[src/rtl/trace_pkg.sv]
// Shared constants and types for the TPIU trace frame builder.
package trace_pkg;

    localparam int unsigned FRAME_WORDS_LOG2_DEF  = 3;
    localparam int unsigned SYNC_TIMEOUT_LOG2_DEF = 16;

    localparam logic [15:0] TPIU_FSYNC_HI = 16'hFFFF;
    localparam logic [15:0] TPIU_HSYNC    = 16'h7FFF;

    // Full sync as it arrives on the wire: FF,FF,FF,7F, oldest byte in the MSBs.
    localparam logic [31:0] FSYNC_BYTES   = 32'hFFFF_FF7F;

    typedef enum logic {
        UNSYNC = 1'b0,
        SYNCED = 1'b1
    } state_e;

endpackage

[src/rtl/trace_frame_builder_if.sv]
// Byte-in / word-out bus between the TPIU deserialiser, frame builder and send buffer.
interface trace_frame_builder_if;
    import trace_pkg::*;

    logic [7:0]  ByteIn;
    logic        ByteAvail;
    logic [15:0] PacketWd;
    logic        WdAvail;
    logic        PacketReset;
    logic        sync;
    logic        FrameDone;

    modport master (
        output ByteIn, ByteAvail,
        input  PacketWd, WdAvail, PacketReset, sync, FrameDone
    );

    modport slave (
        input  ByteIn, ByteAvail,
        output PacketWd, WdAvail, PacketReset, sync, FrameDone
    );

endinterface

[src/rtl/tpiu_sync_detect.sv]
// Byte-stream full-sync detector: flags the byte that completes FF,FF,FF,7F.
module tpiu_sync_detect
    import trace_pkg::*;
(
    input  logic       wrClk,
    input  logic       rst,
    input  logic [7:0] byte_i,
    input  logic       en_i,
    input  logic       clr_i,
    output logic       found_c
);

    // Three stored bytes plus the incoming one form the 32-bit comparison window.
    logic [23:0] hist_q, hist_d;
    logic [31:0] window;

    assign window = {hist_q, byte_i};

    always_comb begin
        hist_d = hist_q;
        if (clr_i) begin
            hist_d = '0;
        end else if (en_i) begin
            hist_d = window[23:0];
        end
    end

    always_ff @(posedge wrClk) begin
        if (rst) begin
            hist_q <= '0;
        end else begin
            hist_q <= hist_d;
        end
    end

    assign found_c = en_i && (window == FSYNC_BYTES);

endmodule

[src/rtl/trace_frame_builder.sv]
// Aligns the TPIU byte stream, strips syncs and emits framed 16-bit words to the send buffer.
module trace_frame_builder
    import trace_pkg::*;
#(
    parameter int unsigned SYNC_TIMEOUT_LOG2 = SYNC_TIMEOUT_LOG2_DEF,
    parameter int unsigned FRAME_WORDS_LOG2  = FRAME_WORDS_LOG2_DEF
) (
    input  logic                 wrClk,
    input  logic                 rst,
    trace_frame_builder_if.slave bus
);

    localparam int unsigned TW = SYNC_TIMEOUT_LOG2;
    localparam int unsigned FW = FRAME_WORDS_LOG2;
    // Last count before the maximum; the byte arriving here hits the timeout.
    localparam logic [TW-1:0] TO_LAST = {{(TW-1){1'b1}}, 1'b0};

    state_e        state_q, state_d;
    logic          byte_sel_q, byte_sel_d;
    logic [7:0]    low_q, low_d;
    logic          pend_q, pend_d;
    logic [15:0]   held_q, held_d;
    logic          held_vld_q, held_vld_d;
    logic [FW-1:0] word_cnt_q, word_cnt_d;
    logic [TW-1:0] to_cnt_q, to_cnt_d;
    logic [15:0]   pkt_wd_q, pkt_wd_d;
    logic          wd_avail_q, wd_avail_d;
    logic          pkt_rst_q, pkt_rst_d;
    logic          frame_done_q, frame_done_d;

    logic [15:0]   word_c;
    logic [15:0]   emit_wd_c;
    logic          emit_c, fsync_c, timeout_c;
    logic          sr_en_c, sr_clr_c, found_c;

    tpiu_sync_detect u_sync_detect (
        .wrClk   (wrClk),
        .rst     (rst),
        .byte_i  (bus.ByteIn),
        .en_i    (sr_en_c),
        .clr_i   (sr_clr_c),
        .found_c (found_c)
    );

    always_ff @(posedge wrClk) begin
        if (rst) begin
            state_q      <= UNSYNC;
            byte_sel_q   <= 1'b0;
            low_q        <= '0;
            pend_q       <= 1'b0;
            held_q       <= '0;
            held_vld_q   <= 1'b0;
            word_cnt_q   <= '0;
            to_cnt_q     <= '0;
            pkt_wd_q     <= '0;
            wd_avail_q   <= 1'b0;
            pkt_rst_q    <= 1'b0;
            frame_done_q <= 1'b0;
        end else begin
            state_q      <= state_d;
            byte_sel_q   <= byte_sel_d;
            low_q        <= low_d;
            pend_q       <= pend_d;
            held_q       <= held_d;
            held_vld_q   <= held_vld_d;
            word_cnt_q   <= word_cnt_d;
            to_cnt_q     <= to_cnt_d;
            pkt_wd_q     <= pkt_wd_d;
            wd_avail_q   <= wd_avail_d;
            pkt_rst_q    <= pkt_rst_d;
            frame_done_q <= frame_done_d;
        end
    end

    // Word filter: pairing, FFFF hold-back, sync stripping, timeout and framing.
    always_comb begin
        state_d      = state_q;
        byte_sel_d   = byte_sel_q;
        low_d        = low_q;
        pend_d       = pend_q;
        held_d       = held_q;
        held_vld_d   = held_vld_q;
        word_cnt_d   = word_cnt_q;
        to_cnt_d     = to_cnt_q;
        pkt_wd_d     = pkt_wd_q;
        wd_avail_d   = 1'b0;
        pkt_rst_d    = 1'b0;
        frame_done_d = 1'b0;
        word_c       = {bus.ByteIn, low_q};
        emit_c       = 1'b0;
        emit_wd_c    = '0;
        fsync_c      = 1'b0;
        timeout_c    = 1'b0;
        sr_en_c      = 1'b0;
        sr_clr_c     = 1'b0;

        case (state_q)
            UNSYNC: begin
                sr_en_c = bus.ByteAvail;
                if (found_c) begin
                    state_d    = SYNCED;
                    byte_sel_d = 1'b0;
                    word_cnt_d = '0;
                    pend_d     = 1'b0;
                    to_cnt_d   = '0;
                end
            end
            SYNCED: begin
                if (held_vld_q) begin
                    emit_c     = 1'b1;
                    emit_wd_c  = held_q;
                    held_vld_d = 1'b0;
                end
                if (bus.ByteAvail) begin
                    to_cnt_d   = to_cnt_q + TW'(1);
                    byte_sel_d = ~byte_sel_q;
                    if (!byte_sel_q) begin
                        low_d = bus.ByteIn;
                    end else if (pend_q) begin
                        if (word_c == TPIU_HSYNC) begin
                            fsync_c  = 1'b1;
                            pend_d   = 1'b0;
                            to_cnt_d = '0;
                        end else begin
                            emit_c    = 1'b1;
                            emit_wd_c = TPIU_FSYNC_HI;
                            if (word_c != TPIU_FSYNC_HI) begin
                                pend_d     = 1'b0;
                                held_d     = word_c;
                                held_vld_d = 1'b1;
                            end
                        end
                    end else if (word_c == TPIU_FSYNC_HI) begin
                        pend_d = 1'b1;
                    end else if (word_c != TPIU_HSYNC) begin
                        emit_c    = 1'b1;
                        emit_wd_c = word_c;
                    end
                    timeout_c = !fsync_c && (to_cnt_q == TO_LAST);
                end
                if (fsync_c && (word_cnt_q != '0)) begin
                    pkt_rst_d  = 1'b1;
                    word_cnt_d = '0;
                end
                // Losing alignment discards the partial frame and any word in flight.
                if (timeout_c) begin
                    state_d    = UNSYNC;
                    pend_d     = 1'b0;
                    held_d     = '0;
                    held_vld_d = 1'b0;
                    byte_sel_d = 1'b0;
                    to_cnt_d   = '0;
                    sr_clr_c   = 1'b1;
                    emit_c     = 1'b0;
                    pkt_rst_d  = (word_cnt_q != '0);
                    word_cnt_d = '0;
                end
                if (emit_c) begin
                    wd_avail_d   = 1'b1;
                    pkt_wd_d     = emit_wd_c;
                    word_cnt_d   = word_cnt_q + FW'(1);
                    frame_done_d = (word_cnt_q == '1);
                end
            end
            default: state_d = UNSYNC;
        endcase
    end

    assign bus.PacketWd    = pkt_wd_q;
    assign bus.WdAvail     = wd_avail_q;
    assign bus.PacketReset = pkt_rst_q;
    assign bus.FrameDone   = frame_done_q;
    assign bus.sync        = (state_q == SYNCED);

endmodule

[src/flat_wrapper.sv]
// flat-port wrapper written by rule: the top's interface ports become plain ports
module trace_frame_builder_flat import trace_pkg::*;
#(
    parameter int unsigned SYNC_TIMEOUT_LOG2 = SYNC_TIMEOUT_LOG2_DEF,
    parameter int unsigned FRAME_WORDS_LOG2  = FRAME_WORDS_LOG2_DEF
)
  (wrClk, rst, bus_ByteIn, bus_ByteAvail, bus_PacketWd, bus_WdAvail, bus_PacketReset, bus_sync, bus_FrameDone);
  trace_frame_builder_if bus_i ();
  input  logic wrClk;
  input  logic rst;
  input wire logic [$bits(bus_i.ByteIn)-1:0] bus_ByteIn;
  input wire logic [$bits(bus_i.ByteAvail)-1:0] bus_ByteAvail;
  output wire logic [$bits(bus_i.PacketWd)-1:0] bus_PacketWd;
  output wire logic [$bits(bus_i.WdAvail)-1:0] bus_WdAvail;
  output wire logic [$bits(bus_i.PacketReset)-1:0] bus_PacketReset;
  output wire logic [$bits(bus_i.sync)-1:0] bus_sync;
  output wire logic [$bits(bus_i.FrameDone)-1:0] bus_FrameDone;
  assign bus_i.ByteIn = bus_ByteIn;
  assign bus_i.ByteAvail = bus_ByteAvail;
  assign bus_PacketWd = bus_i.PacketWd;
  assign bus_WdAvail = bus_i.WdAvail;
  assign bus_PacketReset = bus_i.PacketReset;
  assign bus_sync = bus_i.sync;
  assign bus_FrameDone = bus_i.FrameDone;
  trace_frame_builder #(.SYNC_TIMEOUT_LOG2(SYNC_TIMEOUT_LOG2), .FRAME_WORDS_LOG2(FRAME_WORDS_LOG2)) u_core (.wrClk(wrClk), .rst(rst), .bus(bus_i));
endmodule
[config.mk]
export PLATFORM = sky130hd
export DESIGN_NAME = trace_frame_builder_flat
export DESIGN_NICKNAME = d
export VERILOG_FILES = /design/src/rtl/trace_pkg.sv /design/src/rtl/trace_frame_builder_if.sv /design/src/rtl/tpiu_sync_detect.sv /design/src/rtl/trace_frame_builder.sv /design/src/flat_wrapper.sv
export SDC_FILE = /design/constraint.sdc
export NUM_CORES = 1
export LEC_CHECK = 0
export ABC_AREA = 0
export CAP_MARGIN = 20
export CORE_UTILIZATION = 45
export DETAILED_ROUTE_END_ITERATION = 16
export SYNTH_ARGS = -nofsm -noshare
export SYNTH_HDL_FRONTEND = slang
export SYNTH_SLANG_ARGS = --single-unit
[constraint.sdc]
create_clock -name wrClk -period 2.34 [get_ports wrClk]
set_clock_uncertainty 0.15 [all_clocks]
set_input_delay 0.351 -clock wrClk [delete_from_list [all_inputs] [get_ports wrClk]]
set_output_delay 0.351 -clock wrClk [all_outputs]
set_load 0.05 [all_outputs]
==> results.cfg <==
[run_status]
run_status = finished clean

[placed_design]
portBuffers = 30
dp_slack_ps = -199.0
place.gp.congestion = 0.7899
dp.cells = 583
dp_hpwl_um = 6496

[yosys]
synth_area_um2 = 4000
ys_types = 54
synthTopCellsByCount = dfxtp_1 (90), nand2_1 (79), a21oi_1 (46)
synth_area_leaders = dfxtp_1 (45%), nand2_1 (7.4%), a22o_1 (7.0%)
synthFlopType = dfxtp_1
yosys.area_share.adder = 0.01564
netlist.area_leader.share = 0.4504
synthMuxAreaShare = 0.02002
syn_area_per_cell_um2 = 9.175
yosysSeqAreaShare = 0.4504
synth_nets = 452
yosysWarningCount = 0
synth_xor_area_frac = 0
netlist_instances = 436
ys_ff_latch = 90
async_flop_share = 0
synth_top_family_by_area = simple AND/OR/NAND/NOR gates
synth_compound_area_frac = 0.2290
synth_area_leader_cell = dfxtp_1
synth_edf_count = 0
yosysMostFrequentCell = dfxtp_1
synth-simple-area-share = 0.2346

[sta]
relSlewSlack = 0.6487
worstMarginPinSlew_ps = 525.3
fin_crit_ps = 2244
rsz0062_at_grt = false
hold_slack_ps = 310.6
fmax_mhz = 445.7
setup_slack_ps = 96.48
final_hold_viol_count = 0
finalMaxSlewViolations = 0
finalCritPeriodShare = 0.9588
setup_violations = 0

[grt]
grt_max_degree = 35
grt_pass1_wl_um = 15690
grt_pass1_vias = 3093
antenna_found_initial = 0
grt.total_usage = 0.2219
gr-total-overflow = 0

[critical_path]
start_kind = register
end_kind = primary output
rr_startpoint = u_core.to_cnt_q[0]
reg2regPathDepth = 7
cp.arrival_ps = 1740
cp.required_ps = 1840
reg2reg_to = u_core.held_q[8]
crit_type = reg -> out
path_max_fanout = 10
reg2reg_slack_ps = 210

[route]
ant_nets = 0
via_per_inst = 5.597
routed_wl_um = 9301
drt_iter0_drc = 144
dr.pass1.iters = 4
vias = 3347
wl_per_cell_um = 15.55
drcViolationCount = 0

[floorplanning]
coreArea_um2 = 8678
start_util = 0.4609
die_area_um2 = 9270
die_y_um = 96.28
dieWidth_um = 96.28
rows = 34
io_pins = 31

[final_layout]
final_nets = 502
area_delta_synth_final_pct = 21.74
utilization = 0.5611
n_antenna_cell = 0
layoutNonFillerInstCount = 598
fillCellCount = 825
layout-drive-gt1-share = 0.1551

[clock_network]
cts_tree = yes
clock_latency_ps = 360
clkTransAtPathRegs_ps = 90
clk_path_buf_depth = 2
cts_hold_buf = 0
h-tree-depth = 3
cts_setup_buffers = 0
cts_resized = 0
root_buffer = clkbuf_8
cts_buffers = 9
cts.sinks = 90

[flow_run]
max_cap_viol_count = 0

[hold_path]
holdPathEnd = u_core.u_sync_detect.hist_q[17]
worstHoldStart = u_core.u_sync_detect.hist_q[17]
worst_hold_path.num_cells = 2
hold_class = reg -> reg

[power]
power_density_nw_per_um2 = 584.3
report.power.total_mw = 2.845
leakage_nw = 1.884
vdd_drop_max_v = 0.0004189
[cells by family (layout without fill, tap and decap cells)]
group / after synthesis / in the layout
AO/OA/AOI/OAI: 125 / 125
flip-flops: 90 / 90
buffers and inverters: 41 / 95
multiplexers: 8 / 8
AND/OR/NAND/NOR: 167 / 167
adder cells (fa/ha/maj): 5 / 5
[metal layers]
| layer | up-vias | track usage | share of wire |
|---|---|---|---|
| met5 | - | 0 | 0 |
| met4 | 0 | 0.07214 | 0.0092 |
| met3 | 7 | 0.03555 | 0.027 |
| met2 | 50 | 0.3387 | 0.45 |
| met1 | 1596 | 0.3170 | 0.51 |
| li1 | 1694 | - | - |
[through the flow]
step                      setup TNS (ps)  instance area (um2)
after floorplan                        0                 4000
after global placement             -8757                 4656
after detailed placement          -11810                 4656
after CTS                              0                 4870
after global routing                   0                 4870
final                                  0                 4870
[report_power, final]
group | total, mW | internal, mW | switching (mW)
Sequential | 1.55 | 1.54 | 0.0107
Combinational | 0.131 | 0.0587 | 0.0722
Clock | 1.16 | 0.602 | 0.558
Total | 2.85 | 2.20 | 0.641
[final cells by class]
| type | instances | area, um2 | area share |
|---|---|---|---|
| tap | 108 | 135.1 | 0.02775 |
| clock buffer | 9 | 123.9 | 0.02544 |
| inverter | 11 | 41.29 | 0.008479 |
| clock inverter | 6 | 90.09 | 0.01850 |
| timing repair buffer | 69 | 680.7 | 0.1398 |
| sequential | 90 | 1802 | 0.3700 |
| multi-input combinational | 305 | 1997 | 0.4101 |
[worst max-delay path by stage]
stage	from	endpoint	slack, ps	cells after the start
2_1_floorplan	u_core.bus.sync	u_core.held_q[10]	80	6
3_5_place_dp	bus_ByteAvail	u_core.bus.PacketWd[10]	-200	8
3_3_place_gp	bus_ByteAvail	u_core.bus.PacketWd[14]	-140	8
6_report	u_core.bus.sync	bus_sync	100	2
4_1_cts	u_core.bus.sync	bus_sync	70	2
5_1_grt	u_core.bus.sync	bus_sync	40	2
[sequential cells by signal (all words and copies together), names as in the netlist, 3 cells and up]
register and flops:
u_core.u_sync_detect.hist_q 24, u_core.low_q 8, u_core.word_cnt_q 3, u_core.bus.PacketWd 16, u_core.to_cnt_q 16, u_core.held_q 16
[critical path, stage by stage (launching register included)]
cell	delay [ps]
dfxtp_1	370
buf_4	180
clkdlybuf4s50_1	840
[cells in the final DEF, fill, tap and decap left out, types with 3 or more instances in the layout]
master	count
buf_4	32
or4_1	7
clkbuf_8	9
o32ai_1	5
or3_1	8
and4_1	3
nand3_1	12
nand2b_1	6
clkdlybuf4s50_1	30
o21ai_2	3
o31ai_1	8
nand2_1	79
inv_1	11
a21oi_1	46
dfxtp_1	90
o21ai_0	3
a2bb2oi_1	16
a22o_1	32
and2_1	5
nor2_1	9
mux2i_1	8
nand4_1	13
ha_1	5
buf_12	7
nand3b_1	3
No activity file was read; power rests on OpenSTA's default activity.
